$ cat config.mk
export PLATFORM = sky130hd
export DESIGN_NAME = lavanderia_multi
export DESIGN_NICKNAME = d
export VERILOG_FILES = /design/src/rtl/lavanderia_pkg.sv /design/src/rtl/lavanderia_multi_pulse_timer.sv /design/src/rtl/lavanderia_multi.sv
export SDC_FILE = /design/constraint.sdc
export NUM_CORES = 1
export LEC_CHECK = 0
export ABC_AREA = 0
export BUFFER_PORTS_ARGS = -buffer_cell sky130_fd_sc_hd__buf_2
export CAP_MARGIN = 20
export CORE_UTILIZATION = 52
export DETAILED_ROUTE_END_ITERATION = 7
export PLACE_DENSITY = 0.82
export SLEW_MARGIN = 15
export SYNTH_ARGS = -nofsm -noshare
export SYNTH_HDL_FRONTEND = slang
export SYNTH_SLANG_ARGS = --single-unit
export TNS_END_PERCENT = 10
$ cat constraint.sdc
create_clock -name clk -period 2 [get_ports clk]
set_input_delay 0.3 -clock clk [delete_from_list [all_inputs] [get_ports clk]]
set_output_delay 0.3 -clock clk [all_outputs]
set_load 0.01 [all_outputs]
$ cat src/rtl/lavanderia_pkg.sv
// Shared encodings for the coin-operated laundry controller: FSM states,
// service selection codes and the bit layout of the actuator pulse vector.
package lavanderia_pkg;

   typedef enum logic [1:0] {
      IDLE     = 2'd0,
      COUNTING = 2'd1,
      VERIFY   = 2'd2,
      PULSE    = 2'd3
   } state_t;

   localparam logic [1:0] SEL_SECADO   = 2'b00;
   localparam logic [1:0] SEL_LAVADO   = 2'b01;
   localparam logic [1:0] SEL_PESADO   = 2'b10;
   localparam logic [1:0] SEL_INVALIDO = 2'b11;

   localparam int unsigned OUT_W     = 4;
   localparam int unsigned OUT_INSUF = 0;
   localparam int unsigned OUT_SEC   = 1;
   localparam int unsigned OUT_LAV   = 2;
   localparam int unsigned OUT_PES   = 3;

   // One-hot actuator vector for a valid service code; zero for SEL_INVALIDO.
   function automatic logic [OUT_W-1:0] sel_onehot(input logic [1:0] sel);
      logic [OUT_W-1:0] v;
      v = '0;
      case (sel)
         SEL_SECADO: v[OUT_SEC] = 1'b1;
         SEL_LAVADO: v[OUT_LAV] = 1'b1;
         SEL_PESADO: v[OUT_PES] = 1'b1;
         default:    v = '0;
      endcase
      return v;
   endfunction

endpackage

$ cat src/rtl/lavanderia_multi_pulse_timer.sv
// Loadable down-counter that times the width of the actuator pulses.
module pulse_timer #(
   parameter int unsigned TIMER_W = 8
) (
   input  logic               clk,
   input  logic               rst,
   input  logic               i_load,
   input  logic               i_en,
   input  logic [TIMER_W-1:0] i_value,
   output logic               o_done_c
);

   logic [TIMER_W-1:0] r_count;

   // Load has priority; the counter parks at zero.
   always_ff @(posedge clk) begin
      if (rst) begin
         r_count <= '0;
      end else if (i_load) begin
         r_count <= i_value;
      end else if (i_en && (r_count != '0)) begin
         r_count <= r_count - TIMER_W'(1);
      end
   end

   assign o_done_c = (r_count == '0);

endmodule

$ cat src/rtl/lavanderia_multi.sv
// Coin-operated laundry controller: counts credit, verifies payment for the
// selected service, emits a timed actuator pulse and a change strobe.
module lavanderia_multi
   import lavanderia_pkg::*;
#(
   parameter int unsigned COUNT_W      = 4,
   parameter int unsigned PRICE_SECADO = 3,
   parameter int unsigned PRICE_LAVADO = 4,
   parameter int unsigned PRICE_PESADO = 9,
   parameter int unsigned T_SECADO     = 30,
   parameter int unsigned T_LAVADO     = 40,
   parameter int unsigned T_PESADO     = 90,
   parameter int unsigned T_INSUF      = 10,
   parameter int unsigned TIMER_W      = 8
) (
   input  logic               clk,
   input  logic               rst,
   input  logic               intro_moneda,
   input  logic               finalizar_pago,
   input  logic [1:0]         seleccion,
   output logic               SECADO,
   output logic               LAVADO,
   output logic               LAVADO_PESADO,
   output logic               insuficiente,
   output logic [COUNT_W-1:0] cambio,
   output logic               cambio_valido,
   output logic               ocupado,
   output logic [COUNT_W-1:0] credito
);

   localparam logic [COUNT_W-1:0] CREDIT_MAX = {COUNT_W{1'b1}};

   state_t             r_state;
   logic [COUNT_W-1:0] r_credito;
   logic [1:0]         r_sel;
   logic               r_ok;
   logic [OUT_W-1:0]   r_out;
   logic [COUNT_W-1:0] r_cambio;
   logic               r_cv;
   logic               r_ocupado;

   state_t             w_state_nxt;
   logic [COUNT_W-1:0] w_cred_nxt;
   logic [1:0]         w_sel_nxt;
   logic               w_ok_nxt;
   logic [OUT_W-1:0]   w_out_nxt;
   logic [COUNT_W-1:0] w_cambio_nxt;
   logic               w_cv_nxt;
   logic               w_load;
   logic               w_tmr_en;
   logic [TIMER_W-1:0] w_load_val;
   logic               w_done;
   logic [31:0]        w_price;
   logic [TIMER_W-1:0] w_time;
   logic [COUNT_W-1:0] w_cred_inc;
   logic               w_pay_ok;

   pulse_timer #(.TIMER_W(TIMER_W)) u_timer (
      .clk      (clk),
      .rst      (rst),
      .i_load   (w_load),
      .i_en     (w_tmr_en),
      .i_value  (w_load_val),
      .o_done_c (w_done)
   );

   // Price and pulse length for the latched selection.
   always_comb begin
      w_price = 32'(PRICE_SECADO);
      w_time  = TIMER_W'(T_SECADO - 1);
      case (r_sel)
         SEL_LAVADO: begin
            w_price = 32'(PRICE_LAVADO);
            w_time  = TIMER_W'(T_LAVADO - 1);
         end
         SEL_PESADO: begin
            w_price = 32'(PRICE_PESADO);
            w_time  = TIMER_W'(T_PESADO - 1);
         end
         default: begin
            w_price = 32'(PRICE_SECADO);
            w_time  = TIMER_W'(T_SECADO - 1);
         end
      endcase
   end

   assign w_cred_inc = (r_credito == CREDIT_MAX) ? r_credito : r_credito + COUNT_W'(1);
   assign w_pay_ok   = (r_sel != SEL_INVALIDO) && (32'(r_credito) >= w_price);

   always_comb begin
      w_state_nxt  = r_state;
      w_cred_nxt   = r_credito;
      w_sel_nxt    = r_sel;
      w_ok_nxt     = r_ok;
      w_out_nxt    = r_out;
      w_cambio_nxt = '0;
      w_cv_nxt     = 1'b0;
      w_load       = 1'b0;
      w_load_val   = '0;
      w_tmr_en     = 1'b0;
      case (r_state)
         IDLE: begin
            w_out_nxt = '0;
            if (intro_moneda) begin
               w_cred_nxt  = COUNT_W'(1);
               w_state_nxt = COUNTING;
            end
         end
         COUNTING: begin
            // A coin arriving with finalizar is counted before verification.
            if (intro_moneda) w_cred_nxt = w_cred_inc;
            if (finalizar_pago) begin
               w_sel_nxt   = seleccion;
               w_state_nxt = VERIFY;
            end
         end
         VERIFY: begin
            w_load      = 1'b1;
            w_state_nxt = PULSE;
            if (w_pay_ok) begin
               w_out_nxt    = sel_onehot(r_sel);
               w_load_val   = w_time;
               w_cambio_nxt = COUNT_W'(32'(r_credito) - w_price);
               w_cv_nxt     = 1'b1;
               w_cred_nxt   = '0;
               w_ok_nxt     = 1'b1;
            end else begin
               w_out_nxt            = '0;
               w_out_nxt[OUT_INSUF] = 1'b1;
               w_load_val           = TIMER_W'(T_INSUF - 1);
               w_ok_nxt             = 1'b0;
            end
         end
         PULSE: begin
            w_tmr_en = 1'b1;
            if (w_done) begin
               w_out_nxt   = '0;
               w_state_nxt = r_ok ? IDLE : COUNTING;
            end
         end
         default: w_state_nxt = IDLE;
      endcase
   end

   always_ff @(posedge clk) begin
      if (rst) begin
         r_state   <= IDLE;
         r_credito <= '0;
         r_sel     <= '0;
         r_ok      <= 1'b0;
         r_out     <= '0;
         r_cambio  <= '0;
         r_cv      <= 1'b0;
         r_ocupado <= 1'b0;
      end else begin
         r_state   <= w_state_nxt;
         r_credito <= w_cred_nxt;
         r_sel     <= w_sel_nxt;
         r_ok      <= w_ok_nxt;
         r_out     <= w_out_nxt;
         r_cambio  <= w_cambio_nxt;
         r_cv      <= w_cv_nxt;
         r_ocupado <= (w_state_nxt == VERIFY) || (w_state_nxt == PULSE);
      end
   end

   assign SECADO        = r_out[OUT_SEC];
   assign LAVADO        = r_out[OUT_LAV];
   assign LAVADO_PESADO = r_out[OUT_PES];
   assign insuficiente  = r_out[OUT_INSUF];
   assign cambio        = r_cambio;
   assign cambio_valido = r_cv;
   assign ocupado       = r_ocupado;
   assign credito       = r_credito;

endmodule

* Yosys cells after proc, flatten, opt, wreduce, memory -nomap -nowiden
Cells that the tools add are included.
** Storage, ports and cells
- Logic and storage cells :: 69
- Input bits :: 6
- Register bits after elaboration :: 27
** Cells by class
- Reductions and logical operators :: 15
- Equal/unequal tests :: 14
- $add $sub $neg :: 3
- Multiplexer cells :: 25
- Bitwise logic cells :: 2
- Order comparisons :: 1
** Operator list (number)
- 4-bit by 32-bit greater-or-equal comparator with 1-bit output :: 1
- 8-bit 2-to-1 mux :: 4
- 4-bit 2-to-1 mux :: 6
- 4-bit case mux with 3 select lines :: 2
- 7-bit case mux with 2 select lines :: 1
- 2-bit == test (second input constant) :: 5
- 2-bit inequality test (second input constant) :: 5
- 8-bit logical NOT :: 1
- 2-bit case mux with 4 select lines :: 1
- 4-bit case mux with 2 select lines :: 1
- 8-bit nonzero test :: 1
- 8-bit by 1-bit subtractor with 8-bit output (second input constant) :: 1
- 1-bit 2-to-1 mux :: 7
- 2-bit 2-to-1 mux :: 3
- 3-bit nonzero test :: 2
- 5-bit AND reduction :: 1
- 4-bit by 1-bit adder with 4-bit output (second input constant) :: 1
- 2-bit by 1-bit == test with 1-bit output (second input constant) :: 2
- 4-bit == test (second input constant) :: 1
- 2-bit logical NOT :: 2
- 2-bit AND reduction :: 2
- 4-bit subtractor :: 1
- 3-bit OR reduction :: 1
- 1-bit logical AND :: 2
- 5 further kinds :: 6

* Logic depth before layout (Yosys ltp)
Gate-level depths: netlist of the first run.
- Word-level depth :: 7
- Depth in mapped cells :: 9
- Depth with buffers taken out :: 9

* Cells and area by module
Synthesis of the first run repeated with hierarchy kept, for this count alone.
** Second synthesis, totals
- Cell total of the unflattened synthesis :: 194
- Area, all modules :: 1661.6 um2
** By module, submodules not included
- lavanderia_multi :: times used 1, area each 1146.1 um2, cells each 135
- pulse_timer :: times used 1, area each 515.5 um2, cells each 59

* Worst setup path after synthesis of the first run
No wires, ideal clock.
- Path type :: flip-flop to flip-flop
- Start :: register r_sel[1]
- End :: register r_credito[0], in the netlist credito[0]
- Data arrival time :: 2.111 ns
- Period minus slack after synthesis :: 2.207 ns
- Path slack :: -0.207 ns
- Stages on the path, launching flop included :: 10
- Required time :: 1.904 ns
- Path through :: dfxtp_1 -> inv_1 -> ha_1 -> inv_1 -> ha_1 -> fa_1 -> a21boi_1 -> o221ai_2 -> nand2_1 -> o41ai_2
** On the way
- Word-level cells in the longest chain between the ends :: 6
- Elaborated cells on any way between the ends :: 8
** RTL lines
- start: declaration :: RTL line lavanderia_multi.sv:35 : logic [1:0] r_sel;
- start signal: assignment :: RTL line lavanderia_multi.sv:158 : r_sel <= w_sel_nxt;
- 2-bit == test or 2-bit by 1-bit == test with 1-bit output (tied branches) :: RTL line lavanderia_multi.sv:71 : case (r_sel)
- 4-bit case mux with 2 select lines :: RTL line lavanderia_multi.sv:71
- 4-bit by 32-bit greater-or-equal comparator with 1-bit output :: RTL line lavanderia_multi.sv:88 : assign w_pay_ok = (r_sel != SEL_INVALIDO) && (32'(r_credito) >= w_price);
- 1-bit logical AND (*) :: RTL line lavanderia_multi.sv:88
- 2-bit inequality test (no line) (*)
- 5-bit AND reduction (no line) (*)
- end signal: assignment :: RTL line lavanderia_multi.sv:157 : r_credito <= w_cred_nxt;
- end: declaration :: RTL line lavanderia_multi.sv:34 : logic [COUNT_W-1:0] r_credito;
Every way passes the cells marked *; elsewhere a longest branch is shown, timed or not.
A chain may end at the register's enable or synchronous reset.

* Worst setup path in the final report of the first run
- Start :: register r_sel[1]
- End :: register u_timer.r_count[2]
** On the way
- Word-level cells in the longest chain between the ends :: 7
- Elaborated cells on any way between the ends :: 10
** RTL lines
- 2-bit == test or 2-bit by 1-bit == test with 1-bit output (tied branches) :: RTL line lavanderia_multi.sv:71
- 4-bit case mux with 2 select lines :: RTL line lavanderia_multi.sv:71
- 4-bit by 32-bit greater-or-equal comparator with 1-bit output :: RTL line lavanderia_multi.sv:88
- 1-bit logical AND :: RTL line lavanderia_multi.sv:88
- 8-bit 2-to-1 mux (*) :: RTL line lavanderia_multi.sv:120 : if (w_pay_ok) begin
- 8-bit 2-to-1 mux (*) :: RTL line lavanderia_multi.sv:101 : case (r_state)
- 8-bit 2-to-1 mux (*) :: RTL line lavanderia_multi_pulse_timer.sv:19 : end else if (i_load) begin
- end signal: assignment :: RTL line lavanderia_multi_pulse_timer.sv:20 : r_count <= i_value;
- end signal: assignment :: RTL line lavanderia_multi_pulse_timer.sv:22 : r_count <= r_count - TIMER_W'(1);
- end: declaration :: RTL line lavanderia_multi_pulse_timer.sv:13 : logic [TIMER_W-1:0] r_count;
Marked as above.

==> results of run 1 <==
-- state kept, by name, summed over array words and instances, names as in the netlist --
register         count
cambio               4
r_sel                2
ocupado              1
u_timer.r_count      8
r_state              1
cambio_valido        1
credito              4
r_out                4
r_ok                 1
-- Yosys cell counts, types with 2 or more instances --
master	number
sky130_fd_sc_hd__a31oi_1	4
sky130_fd_sc_hd__nor2_1	17
sky130_fd_sc_hd__inv_1	16
sky130_fd_sc_hd__a211oi_1	3
sky130_fd_sc_hd__nor3b_1	3
sky130_fd_sc_hd__clkbuf_1	2
sky130_fd_sc_hd__nand4b_1	3
sky130_fd_sc_hd__a311oi_1	4
sky130_fd_sc_hd__nor2b_1	2
sky130_fd_sc_hd__ha_1	19
sky130_fd_sc_hd__o21ai_0	3
sky130_fd_sc_hd__a21boi_0	2
sky130_fd_sc_hd__dfxtp_1	26
sky130_fd_sc_hd__nand2_1	14
sky130_fd_sc_hd__nand2b_1	2
sky130_fd_sc_hd__a21oi_1	11
sky130_fd_sc_hd__nor3_2	2
sky130_fd_sc_hd__mux2i_1	2
sky130_fd_sc_hd__nor3_1	7
sky130_fd_sc_hd__nand3_1	9
sky130_fd_sc_hd__or2_2	2
sky130_fd_sc_hd__o21a_1	2
-- through the flow --
stage                     utilization  std cells  power [W]  hold WS, ps  instance area (um^2)
after global routing            0.705        277    0.00116          206                  2170
after global placement          0.642        266   0.000796          437                  1980
after detailed placement        0.642        266   0.000804          446                  1980
final                           0.705        277    0.00111          208                  2170
after floorplan                     -        192   0.000722          448                  1740
after CTS                       0.661        270    0.00108          195                  2030
-- power breakdown --
| part | internal (W) | total [W] | switching, W |
|---|---|---|---|
| combinational | 0.000141 | 0.000296 | 0.000155 |
| sequential | 0.000529 | 0.000542 | 0.0000127 |
| clock | 0.000112 | 0.000275 | 0.000163 |
-- tightest hold or removal path, stage by stage --
cell and delay (ps):
sky130_fd_sc_hd__buf_2 100, sky130_fd_sc_hd__nand3_1 60, sky130_fd_sc_hd__a21oi_1 60
-- layer usage --
layer  global-route usage  vias to the layer above
li1                     -                      782
met1                0.297                      747
met2                0.425                       40
met3               0.0240                       20
met4                0.122                        0
met5                    0                        -
-- area by class of cell --
cell class / count / area [um^2] / share of cell area
tap: 44 / 55.1 / 0.0254
timing repair buffer: 44 / 283 / 0.130
inverter: 17 / 71.3 / 0.0329
sequential: 26 / 528 / 0.243
multi-input combinational: 142 / 1200 / 0.552
clock buffer: 4 / 36.3 / 0.0167
-- cell families after synthesis --
logic type	count (synthesis)	share of synthesized area
AND/OR/NAND/NOR	70	0.230
AO/OA/AOI/OAI	48	0.224
flip-flops	26	0.305
buffers and inverters	24	0.0682
adder cells (fa/ha/maj)	20	0.151
XOR/XNOR	2	0.0103
multiplexers	2	0.0117
-- path summary, 6_finish.rpt --
check	from	endpoint	slack, ps	cells after the start
min reg2reg	r_out[1]	r_out[1]	460	2
max	r_sel[1]	u_timer.r_count[2]	-90	10
min	seleccion[0]	r_sel[0]	210	3
max reg2reg	r_sel[1]	u_timer.r_count[2]	-90	10
-- repair_timing --
item / 4_1_cts / 5_1_grt
resized for setup: 4 / 20
pin swaps: 0 / 10
endpoints found under the setup margin: 13 / 20
setup buffers: 0 / 7
==> results, run 1 <==
- The post-synth net total is 218.
- The final hold violation count came to 0.
- The clock insertion delay at the later pin of the skew report is 330 ps.
- The area added between synthesis and finish is 27.2%.
- The critical setup path kind is reg -> reg.
- For this design the static power due to leakage is 0.898 nW.
- After detailed routing, the met3 layer carries 111 um of wire.
- The initial cell density of the core is 0.554.
- Pin placement for this block handled 20 I/O pins.
- The flow ran to the end, but the final reports show violations.
- The buffer type at the clock tree root is sky130_fd_sc_hd__clkbuf_4.
- The number of vias in the routed layout is 1589.
- The nature of the critical path startpoint is a flop.
- Traced cell by cell, the critical path runs through inv_4 > ha_4 > inv_4 > ha_4 > fa_2 > a21boi_4 > o32ai_4 > buf_4 > a211oi_1 > nor3_1.
- STA classifies the critical path endpoint as a flop.
- During synthesis, Yosys emitted a total of 0 warnings.
- The critical path arrival is 2360 ps.
- The final setup slack of the worst path is -88.0 ps.
- The primary flip-flop cell chosen by synthesis mapping is sky130_fd_sc_hd__dfxtp_1.
- For this design, the sink count on the clock tree is 26.
- The total inserted antenna cells is 0.
- The detailed-routing wirelength on met1 is 1880 um.
- The weighted congestion at the end of routability-driven global placement is 0.792.
- Max-cap violations in this run came to 0.
- After detailed routing, the number of vias per cell comes to 5.74.
- The half-perimeter wire length of the detailed placement result is 2860 um.
- The delay contributed by the slowest stage of the critical path is 390 ps.
- The core region is 0.00308 mm^2.
- The synthesized design spends more area on one cell type than any other, namely sky130_fd_sc_hd__dfxtp_1.
- The remaining routing DRC violations is 0.
- Prior to clock tree synthesis, the placed netlist has a worst setup slack of -94.2 ps.
- The floorplan step set the die width to 59.3 um.
- The fraction of final layout cells with drive strength greater than 1 is 0.378.
- The final reports fail on setup timing.
- In the global route stage, overall resource usage came out at 0.244.
- The cell family contributing the most delay on the critical path is adder cells.
- Clock-pin slew was measured on the worst setup and hold paths at 140 ps.
- After detailed routing, no signal wire sits above met4.
- Of the synthesized area, sequential elements account for 0.305.
- The min-delay analysis places its worst path in the category in -> reg.
- The total of hold buffers inserted after clock tree synthesis is 0.
- The final critical path time including I/O delays and setup is 2090 ps.
- The final layout net count is 260.
- The number of pins exceeding their max-slew limit in the final report is 0.
- The count of flip-flops with a built-in enable after synthesis is 0.
- The critical-path maximum fanout is 7.
- The gate count of the mapped netlist is 192.
- The die covers 0.00352 mm^2.
- The final worst-path cycle share is 1.04.
- The TritonCTS clock tree is done.
- Setup repair after global routing could not meet its margin everywhere.
- The setup violation total in the final timing report is 11.
- The top cell type's share of synthesized area is 0.305.
- The slew of the pin with the lowest slew margin is 533 ps.
- The headroom to the max-slew limit is 0.645.
- Counting the fill cells in the layout gives 231.
- The cell row count is 20.
- The leftover overflow at the end of global routing is 0.
- In this run the number of H-tree levels came out at 1.
- The number of antenna violations at the first check in global routing is 0.
- The average wire length per cell after detail routing is 15.4 um.
- After synthesis, the mean cell area works out to 8.89 um^2.
- After detailed routing, the met2 layer carries 2110 um of wire.
- The number of buffers and inverters on the critical path is 3.
- The synthesized cell area is 0.00171 mm^2.
- The cell area power density is 512 mW/mm^2.
- The violation count after the first detailed-routing iteration is 85.
- Across the routed clock network, the largest skew measured is 5.37 ps.
- The worst-case IR drop observed on VDD is 435 uV.
- The number of global-route vias before repair is 1421.
- The first global-routing pass estimated 6360 um of wire.
- Measured along the y axis, the die boundary spans 59.3 um.
- Leaving out fill and tap cells, the most frequent cell in the layout is sky130_fd_sc_hd__buf_4.
- The number of clock buffers added by TritonCTS is 3.
- The longest clock path from root to sink contains 2 buffers.
- The number of I/O port buffers is 19.
- Leaving out fill and tap cells, the most frequent cells in the layout are sky130_fd_sc_hd__buf_4 (25), sky130_fd_sc_hd__dfxtp_1 (24), sky130_fd_sc_hd__buf_2 (19), sky130_fd_sc_hd__nor2_1 (17), sky130_fd_sc_hd__ha_1 (15).
- The distinct cell type count of the synthesized netlist is 59.
- In the post-synthesis netlist, the biggest area contributors are sky130_fd_sc_hd__dfxtp_1 (30%), sky130_fd_sc_hd__ha_1 (14%), sky130_fd_sc_hd__nor2_1 (3.7%).
- The top achievable clock speed is 0.479 GHz.
- The slowest stage of the critical path belongs to the cell sky130_fd_sc_hd__dfxtp_4.
- The remaining antenna violation count is 0.
- The first TritonRoute pass finished after 4 iterations.
- In this run, synthesis produced a sequential element count of 26.
- The async set-reset flop share out of synthesis is 0.
- The maximum number of pins on one net before global-route repair is 27.
- The routed design has 4260 um of wire.
- For the final routed database, the setup TNS stands at -406 ps.
- For the worst setup path, the data required time is 2270 ps.
No activity file was read; power rests on OpenSTA's default activity.
==> inputs of run 2 (changes only) <==
--- a/config.mk
+++ b/config.mk
@@ -10,6 +10,7 @@
 export CAP_MARGIN = 20
 export CORE_UTILIZATION = 52
 export DETAILED_ROUTE_END_ITERATION = 7
+export MAX_ROUTING_LAYER = met4
 export PLACE_DENSITY = 0.82
 export SLEW_MARGIN = 15
 export SYNTH_ARGS = -nofsm -noshare
==> results, run 2 (synthesized netlist as in run 1, its figures left out) <==
- The run finished, with violations left.
- The final reports fail on setup timing.
- The clock buffer count from CTS is 3 (unchanged).
- The half-perimeter wire length of the detailed placement result is 2860 um (unchanged).
- The slew of the pin with the lowest slew margin is 521 ps (-12.4 ps).
- The top achievable clock speed came to 0.480 GHz (+0.14%).
- Ranked by flip-flop count, first place goes to u_timer.r_count.
- The worst reg2reg path depth is 10 (unchanged).
- The required arrival time at the worst endpoint is 2270 ps (about the same).
- The leftover overflow at the end of global routing is 0 (unchanged).
- The overall power is 0.00111 W (about the same).
- The first-pass iteration count of the detailed router is 4 (unchanged).
- The total leakage power is 0.898 nW (unchanged).
- The fraction of final layout cells with drive strength greater than 1 came to 0.378 (unchanged).
- The clock transition at the registers of the reported paths was 140 ps (about the same).
- The cell row count is 20 (unchanged).
- Leaving out fill and tap cells, the most frequent cell in the layout is sky130_fd_sc_hd__buf_4.
- The critical path is of the reg -> reg type.
- The average wire length per cell after detail routing is 15.2 um (-0.80%).
- The critical-path maximum fanout is 7 (unchanged).
- The final critical path time including I/O delays and setup is 2090 ps (-3.00 ps).
- The I/O pin total is 20 (unchanged).
- The initial cell density of the core is 0.554 (unchanged).
- The number of I/O port buffers was 19 (unchanged).
- The worst register-to-register path ends at u_timer.r_count[2].
- The area added between synthesis and finish came to 27.2% (unchanged).
- The hold path startpoint is seleccion[0].
- The clock insertion delay at the later pin of the skew report is 340 ps (about the same).
- The final worst-path cycle share is 1.04 (-0.00150).
- The remaining antenna violation count is 0 (unchanged).
- The maximum VDD drop is 435 uV (about the same).
- The number of global-route vias before repair is 1422 (+0.070%).
- The weighted congestion at the end of routability-driven global placement is 0.803 (+1.4%).
- The maximum buffer depth of the clock tree was 2 (unchanged).
- The buffer type at the clock tree root is sky130_fd_sc_hd__clkbuf_4.
- The total number of H-tree levels is 1 (unchanged).
- The number of maximum-capacitance violations is 0 (unchanged).
- The critical path arrival is 2360 ps (about the same).
- The global-route wire length before repair came to 6360 um (unchanged).
- The maximum number of pins on one net before global-route repair is 27 (unchanged).
- The core box area is 0.00308 mm^2 (unchanged).
- The worst setup path is captured at a flop.
- The nature of the critical path startpoint is a flop.
- The clock sink total came to 26 (unchanged).
- The remaining routing DRC violations is 0 (unchanged).
- The number of pins exceeding their max-slew limit in the final report is 0 (unchanged).
- The number of flip-flops under the largest register name is 8 (unchanged).
- The die area is 0.00352 mm^2 (unchanged).
- The terminating pin of the worst hold path is r_sel[0].
- The headroom to the max-slew limit is 0.653 (+0.00824).
- The total inserted antenna cells was 0 (unchanged).
- The critical path startpoint is r_sel[1].
- In this run the worst hold path is classified as in -> reg.
- The origin of the critical flop-to-flop path is r_sel[1].
- The cell depth of the worst hold path came to 3 (unchanged).
- The violation count after the first detailed-routing iteration is 94 (+11%).
- The vertical die dimension was 59.3 um (unchanged).
- The minimum setup slack after placement is -94.2 ps (unchanged).
- Setup repair after global routing could not meet its margin everywhere.
- In the layout the commonest cells are sky130_fd_sc_hd__buf_4 (25), sky130_fd_sc_hd__dfxtp_1 (24), sky130_fd_sc_hd__buf_2 (19), sky130_fd_sc_hd__nor2_1 (17), sky130_fd_sc_hd__ha_1 (15).
- The final hold violation count is 0 (unchanged).
- The final setup skew is 5.83 ps (+0.462 ps).
- The via-per-instance ratio was 5.71 (-0.38%).
- The die width is 59.3 um (unchanged).
- The setup violation total in the final timing report is 11 (unchanged).
- The cell area power density is 513 mW/mm^2 (about the same).
- The tightest hold margin is 205 ps (-2.93 ps).
- The register-to-register path setup slack is -90 ps (about the same).
- The final layout net count is 260 (unchanged).
- The TritonCTS clock tree is done.
- The number of fill cells in the layout is 231 (unchanged).
- The number of antenna violations at the first check in global routing is 0 (unchanged).
- The final routed wirelength across all metal layers was 4220 um (-0.80%).
- The number of vias in the routed layout came to 1583 (-0.38%).
- The final setup slack of the worst path is -85.0 ps (+3.00 ps).
- The overall fraction of global-route tracks in use is 0.251 (+0.00728).
[run 2: cell counts in the layout (fill, tap and decap cells not counted)]
Identical to the previous run, type by type.
[run 2: final cells by class]
cell class	instances	area [um^2]	area share
Clock buffer	4	36.3	0.0167
Multi-Input combinational cell	142	1200	0.552
Tap cell	44	55.1	0.0254
Inverter	17	71.3	0.0329
Timing Repair Buffer	44	283	0.130
Sequential cell	26	528	0.243
[run 2: layer usage]
| metal | track usage | vias to the layer above | part of all wire |
|---|---|---|---|
| met3 | 0.0240 | 16 | 0.033 |
| li1 | - | 778 | - |
| met5 | - | - | 0 |
| met4 | 0.122 | 0 | 0.032 |
| met1 | 0.297 | 754 | 0.43 |
| met2 | 0.425 | 35 | 0.50 |
[run 2: worst max-delay path, stage by stage, from the launching register on]
cell,delay [ps]
sky130_fd_sc_hd__dfxtp_4,390
sky130_fd_sc_hd__inv_4,80
sky130_fd_sc_hd__ha_4,150
sky130_fd_sc_hd__inv_4,40
sky130_fd_sc_hd__ha_4,150
sky130_fd_sc_hd__fa_2,330
sky130_fd_sc_hd__a21boi_4,170
sky130_fd_sc_hd__o32ai_4,250
sky130_fd_sc_hd__buf_4,190
sky130_fd_sc_hd__a211oi_1,60
sky130_fd_sc_hd__nor3_1,190
[run 2: worst max-delay path by stage]
stage	to	slack, ps	depth (start not counted)
2_1_floorplan	credito[0]	10	8
3_3_place_gp	credito[0]	-20	8
3_5_place_dp	credito[2]	-90	8
4_1_cts	credito[0]	-100	9
5_1_grt	u_timer.r_count[4]	-150	10
6_report	u_timer.r_count[2]	-90	10
[run 2: where the power goes]
| group | total (W) | internal [W] | switching, W |
|---|---|---|---|
| logic | 0.000295 | 0.000140 | 0.000154 |
| registers | 0.000542 | 0.000529 | 0.0000127 |
| clock network | 0.000277 | 0.000112 | 0.000165 |
[run 2: per-stage QoR]
stage | cell area [um^2] | utilization | std cells | TNS (ps)
after floorplan | 1740 | - | 192 | 0
after global placement | 1980 | 0.642 | 266 | -17.7
after global routing | 2170 | 0.705 | 277 | -1350
final | 2170 | 0.705 | 277 | -382
after detailed placement | 1980 | 0.642 | 266 | -535
after CTS | 2030 | 0.661 | 270 | -436
[run 2: timing repair]
action,4_1_cts,5_1_grt
hold buffers,0,0
gates resized for setup,4,20
endpoints found under the setup margin,13,20
pin swaps,0,10
setup buffers,0,7
==> inputs of run 3 (changes only) <==
--- a/config.mk
+++ b/config.mk
@@ -12,6 +12,7 @@
 export DETAILED_ROUTE_END_ITERATION = 7
 export MAX_ROUTING_LAYER = met4
 export PLACE_DENSITY = 0.82
+export SKIP_LAST_GASP = 1
 export SLEW_MARGIN = 15
 export SYNTH_ARGS = -nofsm -noshare
 export SYNTH_HDL_FRONTEND = slang
==> results, run 3 (synthesized netlist as in run 1, its figures left out) <==
- The flow ran to the end, but the final reports show violations.
- The final reports fail on setup timing.
- The final layout net count is 259 (-0.38%).
- The maximum buffer depth of the clock tree came to 2 (unchanged).
- The remaining routing DRC violations is 0 (unchanged).
- The total of hold buffers inserted after clock tree synthesis is 0 (unchanged).
- The remaining antenna violation count was 0 (unchanged).
- The net switching fraction of the power is 0.295 (-0.00297).
- The I/O pin total came to 20 (unchanged).
- The setup violation total in the final timing report was 8 (-3).
- The minimum setup slack after placement was -94.2 ps (unchanged).
- The register with the highest flop count is u_timer.r_count.
- The critical-path maximum fanout is 5 (-2).
- The die area is 0.00352 mm^2 (unchanged).
- The half-perimeter wire length of the detailed placement result is 2860 um (unchanged).
- The number of pins exceeding their max-slew limit in the final report is 0 (unchanged).
- The maximum number of pins on one net before global-route repair is 27 (unchanged).
- The slew of the pin with the lowest slew margin came to 537 ps (+16.5 ps).
- The maximum VDD drop is 345 uV (-21%).
- The final setup skew is 6.42 ps (+0.584 ps).
- The number of vias in the routed layout came to 1560 (-1.5%).
- The fraction of final layout cells with drive strength greater than 1 came to 0.366 (-0.0113).
- The leftover overflow at the end of global routing is 0 (unchanged).
- The required arrival time at the worst endpoint is 2250 ps (-20 ps).
- The vertical die dimension is 59.3 um (unchanged).
- The via-per-instance ratio was 5.65 (-1.1%).
- The number of maximum-capacitance violations is 0 (unchanged).
- The cell row count is 20 (unchanged).
- Leaving out fill and tap cells, the most frequent cells in the layout are sky130_fd_sc_hd__dfxtp_1 (24), sky130_fd_sc_hd__buf_4 (24), sky130_fd_sc_hd__buf_2 (19), sky130_fd_sc_hd__nor2_1 (17), sky130_fd_sc_hd__ha_1 (14).
- The top achievable clock speed was 0.478 GHz (-0.38%).
- The part of the power in combinational logic came to 0.258 (-0.007).
- The overall power came to 0.00110 W (-1.4%).
- The final critical path time including I/O delays and setup is 2090 ps (+8.05 ps).
- The clock sink total came to 26 (unchanged).
- The average wire length per cell after detail routing was 14.7 um (-3.4%).
- The number of antenna violations at the first check in global routing is 0 (unchanged).
- The final hold violation count was 0 (unchanged).
- The tree is rooted in a sky130_fd_sc_hd__clkbuf_4.
- The clock transition at the registers of the reported paths is 150 ps (about the same).
- The clock insertion delay at the later pin of the skew report is 330 ps (about the same).
- The worst setup path is of the reg -> reg kind.
- The overall fraction of global-route tracks in use is 0.249 (-0.00237).
- The headroom to the max-slew limit is 0.642 (-0.0110).
- Walking the worst path, the cells encountered are inv_4 > ha_4 > inv_2 > ha_4 > fa_2 > a21boi_4 > o221ai_4 > nand2_2 > o41ai_2.
- The number of global-route vias before repair was 1407 (-1.1%).
- For this design, the slowest cell found on the critical path is sky130_fd_sc_hd__dfxtp_4.
- The core box area is 0.00308 mm^2 (unchanged).
- The min-delay analysis places its worst path in the category in -> reg.
- The final routed wirelength across all metal layers came to 4060 um (-3.7%).
- The total net switching power is 0.000324 W (-2.3%).
- The first-pass iteration count of the detailed router is 4 (unchanged).
- The final setup slack of the worst path came to -93.1 ps (-8.05 ps).
- The share of power burned in registers is 0.493 (+0.006).
- In this design, the critical path's most frequently occurring cell is sky130_fd_sc_hd__ha_4.
- The weighted congestion at the end of routability-driven global placement was 0.803 (unchanged).
- The final worst-path cycle share is 1.05 (+0.00403).
- The design internal power was 0.000774 W (-0.94%).
- The nature of the critical path startpoint is a flop.
- The kind of end point of the critical path is a flop.
- The area added between synthesis and finish is 26.2%.
- The total number of H-tree levels is 1 (unchanged).
- The clock power share is 0.249 (about the same).
- The critical path arrival was 2340 ps (-20 ps).
- The total leakage power is 0.889 nW (-0.92%).
- The global-route wire length before repair was 6310 um (-0.86%).
- The number of flip-flops under the largest register name was 8 (unchanged).
- The cell family contributing the most delay on the critical path is compound AO/OA/AOI/OAI gates.
- The number of buffer and inverter stages on the critical path was 2 (-1).
- Setup repair after global routing could not meet its margin everywhere.
- The die width is 59.3 um (unchanged).
- The violation count after the first detailed-routing iteration is 56 (-40%).
- The initial cell density of the core is 0.554 (unchanged).
- The total inserted antenna cells is 0 (unchanged).
- TritonCTS built the clock tree.
- The clock buffer count from CTS came to 3 (unchanged).
- The cell area power density came to 510 mW/mm^2 (-0.56%).
- The number of I/O port buffers is 19 (unchanged).
- The delay contributed by the slowest stage of the critical path was 380 ps (about the same).
- The register-to-register path setup slack is -90 ps (about the same).
run 3: cell types whose count changed in the layout (fill, tap and decap cells not counted):
cell	previous run	this run
sky130_fd_sc_hd__inv_4	3	2
sky130_fd_sc_hd__buf_4	25	24
sky130_fd_sc_hd__ha_1	15	14
sky130_fd_sc_hd__ha_2	0	1
sky130_fd_sc_hd__nand3_1	7	9
sky130_fd_sc_hd__inv_1	11	12
sky130_fd_sc_hd__nand3_2	2	0
run 3: what timing repair did:
action / 4_1_cts / 5_1_grt
resized for setup: 2 / 20
setup endpoints to repair: 13 / 20
endpoints found under the hold margin: 0 / 0
pin swaps: 0 / 8
setup buffers: 0 / 6
run 3: metrics by stage:
stage          instances  utilization  area (um^2)  setup TNS, ps  hold slack [ps]
6_report             276        0.700         2150           -369              211
5_1_grt              276        0.700         2150          -1800              217
4_1_cts              270        0.657         2020           -754              195
3_5_place_dp         266        0.642         1980           -535              446
3_3_place_gp         266        0.642         1980          -17.7              437
2_1_floorplan        192            -         1740              0              448
run 3: worst register-to-register path, stage by stage, from the launching register on:
cell	delay, ps
sky130_fd_sc_hd__dfxtp_4	380
sky130_fd_sc_hd__inv_4	80
sky130_fd_sc_hd__ha_4	140
sky130_fd_sc_hd__inv_2	60
sky130_fd_sc_hd__ha_4	160
sky130_fd_sc_hd__fa_2	330
sky130_fd_sc_hd__a21boi_4	170
sky130_fd_sc_hd__o221ai_4	260
sky130_fd_sc_hd__nand2_2	120
sky130_fd_sc_hd__o41ai_2	330
run 3: per-layer routing:
metal / GRT usage / vias to the layer above / share of wire
li1: - / 776 / -
met1: 0.302 / 745 / 0.46
met2: 0.414 / 33 / 0.51
met3: 0.0240 / 6 / 0.022
met4: 0.116 / 0 / 0.012
met5: - / - / 0
run 3: path summary, 6_finish.rpt:
kind                 from    endpoint  cells past startpoint
max reg2reg      r_sel[1]  credito[0]                      9
min          seleccion[0]    r_sel[0]                      3
min reg2reg      r_out[3]    r_out[3]                      2
max              r_sel[1]  credito[0]                      9
run 3: power groups by stage:
stage	sequential (W)	combinational, W	clock, W
floorplan	0.000559	0.000164	0
global placement	0.000551	0.000244	0
detailed placement	0.000552	0.000252	0
CTS	0.000541	0.000255	0.000282
global route	0.000543	0.000312	0.000290
finish	0.000541	0.000284	0.000273
run 3: cell type report:
cell class	instances	area [um^2]
clock buffers	4	36.3
fillers	238	925
inverters	17	68.8
multi-input cells	142	1190
flip-flops and latches	26	528
well taps	44	55.1
repair buffers	43	275
